==> src/rtl/fft_unload_pkg.sv <==
// Shared types and helpers for the FFT result unload path.
// This covers the state encoding, the skid FIFO sizing and the bit-reversal helper.
package fft_unload_pkg;

  typedef enum logic [1:0] {
    IDLE   = 2'd0,
    STREAM = 2'd1,
    DRAIN  = 2'd2,
    DONE   = 2'd3
  } state_unload_t;

  // Two entries are enough to hide the one-cycle memory read latency at full rate.
  localparam int FIFO_DEPTH = 2;
  localparam int FIFO_PTR_W = $clog2(FIFO_DEPTH);
  localparam int FIFO_CNT_W = $clog2(FIFO_DEPTH + 1);

  localparam int BITREV_MAX_W = 32;
  localparam int BITREV_SEL_W = $clog2(BITREV_MAX_W);

  // Reverses the low 'width' bits of idx. The bits above 'width' return as zero.
  function automatic logic [BITREV_MAX_W-1:0] bitrev(input logic [BITREV_MAX_W-1:0] idx,
                                                     input int width);
    logic [BITREV_MAX_W-1:0] rev;
    rev = '0;
    for (int i = 0; i < width; i++) begin
      rev[BITREV_SEL_W'(i)] = idx[BITREV_SEL_W'(width - 1 - i)];
    end
    return rev;
  endfunction

endpackage

==> src/rtl/fft_skid_fifo.sv <==
// Two-entry FIFO holding result words and their natural-order index.
// It absorbs the read latency between the result memory and the output stream.
module fft_skid_fifo
  import fft_unload_pkg::*;
#(
  parameter int DATA_W = 32,
  parameter int ADDR_W = 4
) (
  input  logic                  clk_i,
  input  logic                  rst_i,
  input  logic                  push_i,
  input  logic [DATA_W-1:0]     push_data_i,
  input  logic [ADDR_W-1:0]     push_idx_i,
  input  logic                  pop_i,
  output logic [DATA_W-1:0]     head_data_o,
  output logic [ADDR_W-1:0]     head_idx_o,
  output logic [FIFO_CNT_W-1:0] count_o,
  output logic                  full_o,
  output logic                  empty_o
);

  logic [DATA_W-1:0]     data_q [FIFO_DEPTH];
  logic [ADDR_W-1:0]     idx_q  [FIFO_DEPTH];
  logic [FIFO_PTR_W-1:0] wr_ptr_q;
  logic [FIFO_PTR_W-1:0] rd_ptr_q;
  logic [FIFO_CNT_W-1:0] count_q;
  logic                  do_push;
  logic                  do_pop;

  assign full_o  = (count_q == FIFO_CNT_W'(FIFO_DEPTH));
  assign empty_o = (count_q == '0);
  assign count_o = count_q;
  assign do_push = push_i & ~full_o;
  assign do_pop  = pop_i & ~empty_o;

  assign head_data_o = data_q[rd_ptr_q];
  assign head_idx_o  = idx_q[rd_ptr_q];

  // NOTE: the storage is reset because the head drives the block outputs, which must read 0 in reset.
  // NOTE: all state here uses <= so every register samples pre-edge values regardless of statement order.
  always_ff @(posedge clk_i or posedge rst_i) begin
    if (rst_i) begin
      for (int i = 0; i < FIFO_DEPTH; i++) begin
        data_q[i] <= '0;
        idx_q[i]  <= '0;
      end
      wr_ptr_q <= '0;
      rd_ptr_q <= '0;
      count_q  <= '0;
    end else begin
      if (do_push) begin
        data_q[wr_ptr_q] <= push_data_i;
        idx_q[wr_ptr_q]  <= push_idx_i;
        wr_ptr_q         <= wr_ptr_q + FIFO_PTR_W'(1);
      end
      if (do_pop) begin
        rd_ptr_q <= rd_ptr_q + FIFO_PTR_W'(1);
      end
      case ({do_push, do_pop})
        2'b10:   count_q <= count_q + FIFO_CNT_W'(1);
        2'b01:   count_q <= count_q - FIFO_CNT_W'(1);
        default: count_q <= count_q;
      endcase
    end
  end

endmodule

==> src/rtl/fft_unload_fsm.sv <==
// Streams the N FFT result words out of the shared result memory in natural order.
// Read addresses are bit-reversed, and a skid FIFO covers the memory latency.
module fft_unload_fsm
  import fft_unload_pkg::*;
#(
  parameter int N_POINTS = 16,
  parameter int ADDR_W   = $clog2(N_POINTS),
  parameter int DATA_W   = 32,
  parameter bit BITREV   = 1'b1
) (
  input  logic              clk_i,
  input  logic              rst_i,
  input  logic              start_i,
  output logic              rd_en_o,
  output logic [ADDR_W-1:0] rd_addr_o,
  input  logic [DATA_W-1:0] rd_data_i,
  output logic              out_valid_o,
  input  logic              out_ready_i,
  output logic [DATA_W-1:0] out_data_o,
  output logic [ADDR_W-1:0] out_idx_o,
  output logic              out_last_o,
  output logic              busy_o,
  output logic              done_o,
  output state_unload_t     state_o
);

  localparam int CNT_W = ADDR_W + 1;
  localparam int OCC_W = FIFO_CNT_W + 1;
  localparam logic [CNT_W-1:0]  TERM_CNT = CNT_W'(N_POINTS);
  localparam logic [CNT_W-1:0]  LAST_CNT = CNT_W'(N_POINTS - 1);
  localparam logic [ADDR_W-1:0] LAST_IDX = ADDR_W'(N_POINTS - 1);

  state_unload_t         state_q;
  state_unload_t         state_d;
  logic [CNT_W-1:0]      rd_cnt_q;
  logic                  inflight_q;
  logic [ADDR_W-1:0]     inflight_idx_q;
  logic [FIFO_CNT_W-1:0] fifo_count;
  logic                  fifo_full;
  logic                  fifo_empty;
  logic                  pop;
  logic [OCC_W-1:0]      occupancy;

  fft_skid_fifo #(
    .DATA_W (DATA_W),
    .ADDR_W (ADDR_W)
  ) u_skid_fifo (
    .clk_i       (clk_i),
    .rst_i       (rst_i),
    .push_i      (inflight_q),
    .push_data_i (rd_data_i),
    .push_idx_i  (inflight_idx_q),
    .pop_i       (pop),
    .head_data_o (out_data_o),
    .head_idx_o  (out_idx_o),
    .count_o     (fifo_count),
    .full_o      (fifo_full),
    .empty_o     (fifo_empty)
  );

  assign out_valid_o = ~fifo_empty;
  assign out_last_o  = out_valid_o & (out_idx_o == LAST_IDX);
  assign pop         = out_valid_o & out_ready_i;

  // Words held or already requested, less the one leaving this cycle. This keeps the FIFO from overflowing.
  assign occupancy = OCC_W'(fifo_count) + OCC_W'(inflight_q) - OCC_W'(pop);

  assign rd_en_o   = (state_q == STREAM) && (rd_cnt_q < TERM_CNT) &&
                     (occupancy < OCC_W'(FIFO_DEPTH));
  assign rd_addr_o = BITREV ? ADDR_W'(bitrev(BITREV_MAX_W'(rd_cnt_q[ADDR_W-1:0]), ADDR_W))
                            : rd_cnt_q[ADDR_W-1:0];

  assign busy_o  = (state_q != IDLE);
  assign done_o  = (state_q == DONE);
  assign state_o = state_q;

  // NOTE: state_d gets a default before the case so no path leaves it unassigned (no latch).
  always_comb begin
    state_d = state_q;
    case (state_q)
      IDLE:    if (start_i) state_d = STREAM;
      STREAM:  if (rd_en_o && (rd_cnt_q == LAST_CNT)) state_d = DRAIN;
      // The final beat leaves on this edge, so the FIFO is empty once DONE is entered.
      DRAIN:   if (!inflight_q && pop && out_last_o) state_d = DONE;
      DONE:    state_d = IDLE;
      default: state_d = IDLE;
    endcase
  end

  always_ff @(posedge clk_i or posedge rst_i) begin
    if (rst_i) begin
      state_q        <= IDLE;
      rd_cnt_q       <= '0;
      inflight_q     <= 1'b0;
      inflight_idx_q <= '0;
    end else begin
      state_q        <= state_d;
      inflight_q     <= rd_en_o;
      inflight_idx_q <= rd_cnt_q[ADDR_W-1:0];
      if ((state_q == IDLE) && start_i) begin
        rd_cnt_q <= '0;
      end else if (rd_en_o) begin
        rd_cnt_q <= rd_cnt_q + CNT_W'(1);
      end
    end
  end

  a_no_push_when_full: assert property (@(posedge clk_i) disable iff (rst_i)
                                        inflight_q |-> !fifo_full);

endmodule

==> config.mk <==
export PLATFORM = sky130hd
export DESIGN_NAME = fft_unload_fsm
export DESIGN_NICKNAME = d
export VERILOG_FILES = /design/src/rtl/fft_unload_pkg.sv /design/src/rtl/fft_skid_fifo.sv /design/src/rtl/fft_unload_fsm.sv
export SDC_FILE = /design/constraint.sdc
export NUM_CORES = 1
export LEC_CHECK = 0
export ABC_AREA = 1
export BUFFER_PORTS_ARGS = -buffer_cell sky130_fd_sc_hd__buf_2
export CORE_MARGIN = 5
export CORE_UTILIZATION = 50
export DETAILED_ROUTE_END_ITERATION = 16
export MAX_ROUTING_LAYER = met4
export PLACE_DENSITY = 0.75
export SLEW_MARGIN = 5
export SYNTH_ARGS = -nofsm -noshare
export SYNTH_HDL_FRONTEND = slang
export SYNTH_SLANG_ARGS = --single-unit
==> constraint.sdc <==
create_clock -name clk_i -period 3.32 [get_ports clk_i]
set_input_delay 0.498 -clock clk_i [delete_from_list [all_inputs] [get_ports clk_i]]
set_output_delay 0.498 -clock clk_i [all_outputs]
set_load 0.05 [all_outputs]
==> key figures <==
Outcome
  – Outcome: completed

Critical path
  – Critical path capture point type: primary output
  – Worst EP arrival: 2620 ps
  – Buf/Inv on CP: 5
  – Max incr delay on CP: 490 ps
  – CP cell instances: nor2_2 > inv_1 > nand2_2 > inv_1 > ha_1 > inv_1 > nand2_1 > fa_1 > nand2_1 > nor2_1 > nand2_1 > inv_2 > buf_6
  – CP Class: reg2out
  – Worst path slowest cell: fa_1
  – Delay-heaviest family, CP: adder cells
  – Critical Path Fanout Max: 5
  – Worst path required time: 2820 ps
  – CP startpoint kind: flip-flop

GRT
  – Number of global-route vias before repair: 3218
  – Initial antenna violation count: 0
  – Grt ovf: 0
  – Largest net degree at the start of global routing: 74
  – Global-route wire length before repair: 14600 um
  – Total track usage: 0.182

Synthesis
  – Synth area leaders: dfrtp_1 (53%), nand2_1 (17%), o21ai_2 (7.6%), o21ai_0 (5.2%), inv_1 (4.8%)
  – Synth area leader: dfrtp_1
  – Synth cell types: 24
  – Post-Syn Instances: 483
  – Synth warn: 0
  – Average size of a mapped cell: 8.58 um2
  – Post-Syn Area: 4150 um2
  – Synth top area share: 0.531
  – Synthesized Nets: 529
  – Yosys reg bits: 88
  – Part of the Yosys area used for sequential elements: 0.531

Cells and area
  – Area Overhead vs Synth: 16.5%
  – Commonest cells after routing, fill and taps aside: nand2_1 (192), dfrtp_1 (87), buf_2 (81)
  – Antenna cells: 0
  – Design area: 4830 um2
  – Most common cell after layout, fill and taps aside: nand2_1
  – Final nets: 603
  – Layout cells sized above 1: 0.269

Timing
  – Rel. slew slack: 0.334
  – Final worst-path setup slack: 201 ps
  – Maximum clock frequency: 0.321 GHz
  – Final setup viols: 0
  – Final min period: 3120 ps
  – Max Clock Skew: 9.81 ps
  – Max-slew violations: 0
  – Crit share post-route: 0.939
  – Worst Tran Pin Value: 998 ps
  – Fin. Hold Viols: 0

Detailed routing
  – DR vias: 3220
  – Residual DRC count: 0
  – Top Layer Used: met4
  – Met1 WL: 4100 um
  – Via density: 4.83
  – Final wirelength: 8610 um
  – Antenna Nets Post-Route: 0
  – Initial DRT Pass Iterations: 5
  – WL met2: 4010 um
  – Metal3 WL: 410 um
  – Initial drt markers: 178
  – WL/cell: 12.9 um

Placed design
  – Port Buffer Count: 82
  – Final RePlAce weighted congestion: 0.837
  – Hpwl dp: 5680 um
  – Pre-CTS setup slack: 294 ps
  – Post-Place Cell Area: 4570 um2

Clocking
  – Later-pin clock latency in the skew report: 340 ps
  – Reg clk slew, reported paths: 90 ps
  – TritonCTS Buffers: 9
  – Clk sinks: 88
  – Clock buffer depth: 2
  – Hold Buf Count CTS: 0
  – CTS tree: built
  – Clk root buf: clkbuf_8
  – H-tree levels: 3

Floorplanning
  – Initial Utilization: 0.510
  – Die H: 101 um
  – Die X: 101 um
  – Total die area: 10200 um2
  – Rows: 33
  – Core area: 8130 um2
  – Top Ports: 83

Min path
  – HP Class: in2async

Flow run
  – MaxCap Viol Count: 0
## worst reg2reg max path, delay by kind of cell (launching register included)
family	cells	cell delay, ps
AO/OA/AOI/OAI	1	220
adder cells (fa/ha/maj)	2	750
buffers and inverters	3	170
flip-flops	1	470
AND/OR/NAND/NOR	9	800
## layout make-up
class                           instances  area, um2
Inverter                               55        208
Tap cell                              105        131
Fill cell                             739       3300
Sequential cell                        88       2200
Timing Repair Buffer                   89        482
Clock buffer                           12        155
Clock inverter                          4       76.3
Multi-Input combinational cell        314       1580
## worst paths after layout
path / start / end / slack (ps) / cells past startpoint
worst max-delay path: u_skid_fifo.count_o[1] / rd_en_o / 200 / 13
worst min-delay path: rst_i / u_skid_fifo.data_q[9] / 230 / 2
min in group clk_i: rd_data_i[30] / u_skid_fifo.data_q[62] / 400 / 3
max in group asynchronous: rst_i / u_skid_fifo.count_o[1] / 2390 / 3
worst max register to register: u_skid_fifo.count_o[1] / state_o[0] / 790 / 15
worst min register to register: rd_cnt_q[3] / inflight_idx_q[3] / 430 / 0
## cells in the mapped netlist
library cell,count
buf_2,1
nand2_2,2
o21a_1,1
inv_1,53
fa_1,1
ha_1,9
buf_4,4
or2_2,1
clkinv_1,1
nor2_1,10
xnor2_1,3
o21ai_2,36
buf_1,3
xor2_1,2
buf_6,8
nand3_1,8
dfrtp_1,88
inv_2,1
nand2_1,193
or2_1,1
a21oi_1,3
nor4_1,1
clkbuf_1,10
o21ai_0,43
## through the flow
step	hold slack, ps	std cells	TNS, ps	utilization
4_1_cts	255	665	0	0.591
6_report	235	667	0	0.594
3_3_place_gp	406	649	0	0.562
5_1_grt	279	667	-16.6	0.594
3_5_place_dp	405	649	0	0.562
2_1_floorplan	375	483	0	-
## kinds of logic after synthesis
group	share of synthesized area
xor gates and xnor gates	0.0106
buffers and inverters	0.0918
DFF	0.531
AOI/OAI and AO/OA	0.133
adders and majority gates	0.0320
and+or+nand+nor	0.201
## state kept, by name, summed over array words and instances, names as in the netlist
| name | count |
|---|---|
| u_skid_fifo.rd_ptr_q | 1 |
| state_o | 2 |
| u_skid_fifo.wr_ptr_q | 1 |
| rd_cnt_q | 5 |
| u_skid_fifo.data_q | 64 |
| u_skid_fifo.idx_q | 8 |
| inflight_idx_q | 4 |
| u_skid_fifo.count_o | 2 |
| inflight_q | 1 |
## repair_timing
action / in CTS / in global routing
resized for setup: 3 / 3
cloned: 0 / 0
setup endpoints to repair: 1 / 1
hold endpoints to repair: 0 / 0
buffers inserted: 0 / 2
## routing by layer
layer / track usage / vias up
met5: - / -
met4: 0.0603 / 0
met3: 0.0291 / 8
met2: 0.283 / 78
met1: 0.246 / 1505
li1: - / 1629
Power is not shown: default switching activity piles up to over one toggle a cycle in this logic, so the estimate is an artifact.
